$ cat config.mk
export PLATFORM = sky130hd
export DESIGN_NAME = hazard_fwd_unit_flat
export DESIGN_NICKNAME = d
export VERILOG_FILES = /design/src/rtl/hazard_fwd_if.sv /design/src/rtl/hazard_fwd_unit.sv /design/src/flat_wrapper.sv
export SDC_FILE = /design/constraint.sdc
export NUM_CORES = 1
export LEC_CHECK = 0
export ABC_AREA = 0
export CAP_MARGIN = 10
export CORE_MARGIN = 2
export CORE_UTILIZATION = 44
export CTS_BUF_LIST = sky130_fd_sc_hd__clkbuf_8 sky130_fd_sc_hd__clkbuf_16
export DETAILED_ROUTE_END_ITERATION = 10
export PLACE_DENSITY = 0.8
export SYNTH_ARGS = -nofsm -noshare
export SYNTH_HDL_FRONTEND = slang
export SYNTH_SLANG_ARGS = --single-unit
$ cat constraint.sdc
create_clock -name clk -period 2.1 [get_ports clk]
set_input_delay 0.315 -clock clk [delete_from_list [all_inputs] [get_ports clk]]
set_output_delay 0.315 -clock clk [all_outputs]
set_load 0.05 [all_outputs]
$ cat src/rtl/hazard_fwd_if.sv
// Bundles the pipeline-to-hazard-unit signals. The pipeline drives the master side and the
// hazard unit sits on the slave side.
interface hazard_fwd_if #(
  parameter int unsigned REG_WIDTH = 5,
  parameter int unsigned CNT_WIDTH = 16
);
  logic [REG_WIDTH-1:0] Rs1D;
  logic [REG_WIDTH-1:0] Rs2D;
  logic [REG_WIDTH-1:0] Rs1E;
  logic [REG_WIDTH-1:0] Rs2E;
  logic [REG_WIDTH-1:0] RdE;
  logic [REG_WIDTH-1:0] RdM;
  logic [REG_WIDTH-1:0] RdW;
  logic                 RegWriteE;
  logic                 RegWriteM;
  logic                 RegWriteW;
  logic                 LoadE;
  logic                 PCSrcE;
  logic                 clr_cnt;
  logic                 stallF;
  logic                 stallD;
  logic                 flushD;
  logic                 flushE;
  logic [1:0]           ForwardAE;
  logic [1:0]           ForwardBE;
  logic [CNT_WIDTH-1:0] stall_cnt;
  logic [CNT_WIDTH-1:0] flush_cnt;

  modport master (
    output Rs1D, Rs2D, Rs1E, Rs2E, RdE, RdM, RdW,
    output RegWriteE, RegWriteM, RegWriteW, LoadE, PCSrcE, clr_cnt,
    input  stallF, stallD, flushD, flushE, ForwardAE, ForwardBE, stall_cnt, flush_cnt
  );

  modport slave (
    input  Rs1D, Rs2D, Rs1E, Rs2E, RdE, RdM, RdW,
    input  RegWriteE, RegWriteM, RegWriteW, LoadE, PCSrcE, clr_cnt,
    output stallF, stallD, flushD, flushE, ForwardAE, ForwardBE, stall_cnt, flush_cnt
  );
endinterface

$ cat src/rtl/hazard_fwd_unit.sv
// RAW hazard, forwarding and redirect-flush control for the 5-stage rv32i pipeline, with
// saturating stall/flush event counters.
module hazard_fwd_unit #(
  parameter int unsigned REG_WIDTH = 5,
  parameter bit          FWD_EN    = 1'b1,
  parameter int unsigned CNT_WIDTH = 16
) (
  input logic         clk,
  input logic         rst,
  hazard_fwd_if.slave hz
);
  localparam logic [CNT_WIDTH-1:0] CntMax = '1;
  localparam logic [CNT_WIDTH-1:0] CntOne = CNT_WIDTH'(1);

  logic                 hazE;
  logic                 hazM;
  logic                 stall;
  logic [CNT_WIDTH-1:0] stallCnt_q;
  logic [CNT_WIDTH-1:0] flushCnt_q;

  assign hazE = hz.RegWriteE && (hz.RdE != '0) && ((hz.RdE == hz.Rs1D) || (hz.RdE == hz.Rs2D));
  assign hazM = hz.RegWriteM && (hz.RdM != '0) && ((hz.RdM == hz.Rs1D) || (hz.RdM == hz.Rs2D));

  // Stall length emerges from the bubble moving down the pipe; nothing is counted down here.
  assign stall = FWD_EN ? (hz.LoadE && hazE) : (hazE || hazM);

  always_comb begin
    hz.stallF    = 1'b0;
    hz.stallD    = 1'b0;
    hz.flushD    = 1'b0;
    hz.flushE    = 1'b1;
    hz.ForwardAE = 2'b00;
    hz.ForwardBE = 2'b00;
    if (!rst) begin
      // A redirect squashes the dependent D instruction, so it overrides the stall.
      hz.flushD = hz.PCSrcE;
      hz.flushE = hz.PCSrcE || stall;
      hz.stallF = stall && !hz.PCSrcE;
      hz.stallD = stall && !hz.PCSrcE;
      if (FWD_EN) begin
        if (hz.RegWriteM && (hz.RdM != '0) && (hz.RdM == hz.Rs1E)) begin
          hz.ForwardAE = 2'b10;
        end else if (hz.RegWriteW && (hz.RdW != '0) && (hz.RdW == hz.Rs1E)) begin
          hz.ForwardAE = 2'b01;
        end
        if (hz.RegWriteM && (hz.RdM != '0) && (hz.RdM == hz.Rs2E)) begin
          hz.ForwardBE = 2'b10;
        end else if (hz.RegWriteW && (hz.RdW != '0) && (hz.RdW == hz.Rs2E)) begin
          hz.ForwardBE = 2'b01;
        end
      end
    end
  end

  always_ff @(posedge clk) begin
    if (rst || hz.clr_cnt) begin
      stallCnt_q <= '0;
      flushCnt_q <= '0;
    end else begin
      if (hz.stallD && (stallCnt_q != CntMax)) stallCnt_q <= stallCnt_q + CntOne;
      if (hz.PCSrcE && (flushCnt_q != CntMax)) flushCnt_q <= flushCnt_q + CntOne;
    end
  end

  assign hz.stall_cnt = stallCnt_q;
  assign hz.flush_cnt = flushCnt_q;
endmodule

$ cat src/flat_wrapper.sv
// flat-port wrapper written by rule: the top's interface ports become plain ports
module hazard_fwd_unit_flat 
#(
  parameter int unsigned REG_WIDTH = 5,
  parameter bit          FWD_EN    = 1'b1,
  parameter int unsigned CNT_WIDTH = 16
)
  (clk, rst, hz_Rs1D, hz_Rs2D, hz_Rs1E, hz_Rs2E, hz_RdE, hz_RdM, hz_RdW, hz_RegWriteE, hz_RegWriteM, hz_RegWriteW, hz_LoadE, hz_PCSrcE, hz_clr_cnt, hz_stallF, hz_stallD, hz_flushD, hz_flushE, hz_ForwardAE, hz_ForwardBE, hz_stall_cnt, hz_flush_cnt);
  hazard_fwd_if #(.REG_WIDTH(REG_WIDTH), .CNT_WIDTH(CNT_WIDTH)) hz_i ();
  input logic clk;
  input logic rst;
  input wire logic [$bits(hz_i.Rs1D)-1:0] hz_Rs1D;
  input wire logic [$bits(hz_i.Rs2D)-1:0] hz_Rs2D;
  input wire logic [$bits(hz_i.Rs1E)-1:0] hz_Rs1E;
  input wire logic [$bits(hz_i.Rs2E)-1:0] hz_Rs2E;
  input wire logic [$bits(hz_i.RdE)-1:0] hz_RdE;
  input wire logic [$bits(hz_i.RdM)-1:0] hz_RdM;
  input wire logic [$bits(hz_i.RdW)-1:0] hz_RdW;
  input wire logic [$bits(hz_i.RegWriteE)-1:0] hz_RegWriteE;
  input wire logic [$bits(hz_i.RegWriteM)-1:0] hz_RegWriteM;
  input wire logic [$bits(hz_i.RegWriteW)-1:0] hz_RegWriteW;
  input wire logic [$bits(hz_i.LoadE)-1:0] hz_LoadE;
  input wire logic [$bits(hz_i.PCSrcE)-1:0] hz_PCSrcE;
  input wire logic [$bits(hz_i.clr_cnt)-1:0] hz_clr_cnt;
  output wire logic [$bits(hz_i.stallF)-1:0] hz_stallF;
  output wire logic [$bits(hz_i.stallD)-1:0] hz_stallD;
  output wire logic [$bits(hz_i.flushD)-1:0] hz_flushD;
  output wire logic [$bits(hz_i.flushE)-1:0] hz_flushE;
  output wire logic [$bits(hz_i.ForwardAE)-1:0] hz_ForwardAE;
  output wire logic [$bits(hz_i.ForwardBE)-1:0] hz_ForwardBE;
  output wire logic [$bits(hz_i.stall_cnt)-1:0] hz_stall_cnt;
  output wire logic [$bits(hz_i.flush_cnt)-1:0] hz_flush_cnt;
  assign hz_i.Rs1D = hz_Rs1D;
  assign hz_i.Rs2D = hz_Rs2D;
  assign hz_i.Rs1E = hz_Rs1E;
  assign hz_i.Rs2E = hz_Rs2E;
  assign hz_i.RdE = hz_RdE;
  assign hz_i.RdM = hz_RdM;
  assign hz_i.RdW = hz_RdW;
  assign hz_i.RegWriteE = hz_RegWriteE;
  assign hz_i.RegWriteM = hz_RegWriteM;
  assign hz_i.RegWriteW = hz_RegWriteW;
  assign hz_i.LoadE = hz_LoadE;
  assign hz_i.PCSrcE = hz_PCSrcE;
  assign hz_i.clr_cnt = hz_clr_cnt;
  assign hz_stallF = hz_i.stallF;
  assign hz_stallD = hz_i.stallD;
  assign hz_flushD = hz_i.flushD;
  assign hz_flushE = hz_i.flushE;
  assign hz_ForwardAE = hz_i.ForwardAE;
  assign hz_ForwardBE = hz_i.ForwardBE;
  assign hz_stall_cnt = hz_i.stall_cnt;
  assign hz_flush_cnt = hz_i.flush_cnt;
  hazard_fwd_unit #(.REG_WIDTH(REG_WIDTH), .FWD_EN(FWD_EN), .CNT_WIDTH(CNT_WIDTH)) u_core (.clk(clk), .rst(rst), .hz(hz_i));
endmodule
==> metrics.md <==
| Metric | Value |
|---|---|
| Drt pass-1 iters | `4` |
| Clock Tree Buf Depth | `2` |
| Residual DRC count | `0` |
| Ys flop type | `dfxtp_1` |
| Number of global-route vias before repair | `2307` |
| Post-synthesis sequential area ratio | `29.6%` |
| Latest clock arrival within the worst-skew pair | `0.29 ns` |
| Pin count of the biggest net entering global routing | `24` |
| Vias/cell | `5.61` |
| Core area | `0.00472 sq mm` |
| # fillers | `370` |
| Warnings from Yosys | `0` |
| Synth Register Bits | `32` |
| MaxCap Viol Count | `0` |
| Count of nets after finishing | `423` |
| Synth Instances | `263` |
| Lkg Pwr | `1.32 nW` |
| Status | `completed` |
| Global-route wire length before repair | `10600 microns` |
| CTS HTree Levels | `2` |
| RSZ-0062 raised after global routing | `no` |
| Post-synthesis net count | `308` |
| Initial Util | `45.8%` |
| Routed len/inst | `15.3 microns` |
| Synth area leader | `dfxtp_1` |
| HPWL Detailed | `5070 microns` |
| Mapped Area | `0.00216 sq mm` |
| Crit path DAT | `1.75 ns` |
| Post-synth top area share | `29.6%` |
| Num CTS Buffers | `5` |
| Post-Place Cells | `433` |
| Worst VDD drop | `0.346 mV` |
| CTS Hold Bufs | `0` |
| Crit Path Category | `input pin to output port` |
| Die H | `74.1 microns` |
| Final wirelength | `6810 microns` |
| Post-synth EDFFs | `0` |
| Row cnt | `25` |
| Die width | `74.1 microns` |
| Clk slew on worst S/H paths | `0.07 ns` |
| GR Util All Layers | `24.6%` |
| Crit end category | `output port` |
| Overflow after GRT | `0` |
| CTS root buf | `clkbuf_8` |
| Distinct cells, synth | `51` |
| Antenna Cells | `0` |
| Dpl cell area | `0.00335 sq mm` |
| Final Hold Fails | `0` |
| Area grow syn2layout | `64.6%` |
| Finished Layout Cells | `446` |
| Critical path startpoint category | `input pin` |
| Share of cells above drive strength 1 | `22.7%` |
| Top area cells in the synthesized netlist | `dfxtp_1, xnor2_1, xor2_1` |
| 1st-iter DRT viols | `143` |
| CTS tree | `built` |
| Ys async rst share | `0%` |
| Worst slew pin tran | `0.520 ns` |
| Max Slew Vio Count | `0` |
| Pwr Density | `430 mW/mm^2` |
| Worst path required time | `1.78 ns` |
| Post-Syn Area per Cell | `8.23 sq um` |
| Initial antenna violation count | `0` |
| IO Count | `83` |
| Setup Skew | `0.00933 ns` |
| Port Buffers | `82` |
| Worst hold path type | `flip-flop to flip-flop` |
| FMAX | `0.484 GHz` |
| Crit path max fanout | `3` |
| Fin crit share | `98.4%` |
| Routability cong. | `0.856` |
| Sink Count | `32` |
| Endpoints failing setup | `0` |
| Final Critical Period | `2.07 ns` |
| Power Total | `1.53 mW` |
| Die Area | `0.00550 sq mm` |
| Max-slew headroom | `65.2%` |
| Vias | `2501` |
| Post-route cell area | `0.00356 sq mm` |
| Routed Antenna Nets | `0` |
-- metal layers --
| layer | wire length, microns | global-route usage (%) | vias to the layer above |
|---|---|---|---|
| met2 | 3490 | 43.5 | 115 |
| met5 | 0 | 0 | - |
| met1 | 2710 | 29.4 | 1151 |
| met3 | 495 | 5.69 | 14 |
| li1 | - | - | 1221 |
| met4 | 113 | 7.88 | 0 |
-- flip-flops by register name (all words and copies together) (netlist names) --
signal,count
u_core.hz.flush_cnt,16
u_core.hz.stall_cnt,16
-- cell usage after synthesis, types with 4 or more instances --
master / n
nand3_1: 16
o21ai_0: 9
o31ai_1: 4
nand2_1: 21
xor2_1: 17
nor3_1: 5
xnor2_1: 22
dfxtp_1: 32
o211ai_1: 6
or3_1: 9
nand4_1: 12
or4_1: 12
mux2i_1: 6
nor2_1: 22
and2_1: 5
nor4_1: 5
a21oi_1: 10
-- timing repair --
item	CTS	global route
pin swaps	9	12
resized for setup	52	13
setup buffers	3	2
setup endpoints to repair	7	9
-- power by group --
part | switching [mW] | leakage (nW) | internal [mW] | total (mW)
Clock | 0.246 | 0.0541 | 0.351 | 0.597
Sequential | 0.00190 | 0.259 | 0.608 | 0.610
Combinational | 0.153 | 1.00 | 0.172 | 0.325
-- through the flow --
step | setup slack (ns) | utilization [%] | hold slack [ns] | TNS, ns
finish | 0.0328 | 75.4 | 0.517 | 0
global route | 0.000175 | 75.4 | 0.539 | 0
CTS | -0.00860 | 74.5 | 0.516 | -0.00860
detailed placement | -0.376 | 70.9 | 0.503 | -4.31
global placement | -0.369 | 70.9 | 0.488 | -3.86
floorplan | -0.131 | - | 0.488 | -0.131
-- cells by family after synthesis --
kind of cell / Yosys count / synth area share, %
buffers and inverters: 13 / 3.81
and+or+nand+nor: 124 / 31.8
adders and majority gates: 2 / 1.16
DFF: 32 / 29.6
xor gates and xnor gates: 39 / 15.8
AOI/OAI and AO/OA: 47 / 15.1
muxes: 6 / 2.77
-- area by class of cell --
| type | instances | area [sq um] | share of cell area (%) |
|---|---|---|---|
| Clock buffer | 5 | 68.8 | 1.93 |
| Clock inverter | 3 | 42.5 | 1.19 |
| Inverter | 3 | 11.3 | 0.316 |
| Multi-Input combinational cell | 218 | 1560 | 43.8 |
| Sequential cell | 32 | 643 | 18.1 |
| Tap cell | 67 | 83.8 | 2.35 |
| Timing Repair Buffer | 118 | 1150 | 32.4 |
-- placed cells by master, fill, tap and decap left out, types with 6 or more instances in the layout --
master	count
buf_4	37
dlygate4sd2_1	11
buf_12	7
mux2i_1	6
nand4_1	12
a21oi_1	10
dfxtp_1	30
o211ai_1	6
clkdlybuf4s50_1	48
or3_1	9
xor2_1	17
o21ai_0	6
nand2_1	20
nand3_1	16
nor2_1	21
xnor2_1	22
or4_1	9
-- worst max-delay path, cell delays in order --
cell           delay (ns)
dlygate4sd2_1        0.28
or4_4                0.57
o211a_4              0.26
nand2_2              0.11
nor2_4               0.06
buf_12               0.14
-- final timing paths --
kind                                        startpoint                       to  slack (ns)  depth (start not counted)
worst max-delay path                         hz_RdE[4]                hz_stallF        0.03                          6
worst min-delay path            u_core.hz.flush_cnt[5]   u_core.hz.flush_cnt[5]        0.52                          2
worst max register to register  u_core.hz.stall_cnt[0]  u_core.hz.stall_cnt[15]        0.16                          6
worst min register to register  u_core.hz.flush_cnt[5]   u_core.hz.flush_cnt[5]        0.52                          2
Power figures use the tool's default switching activity.
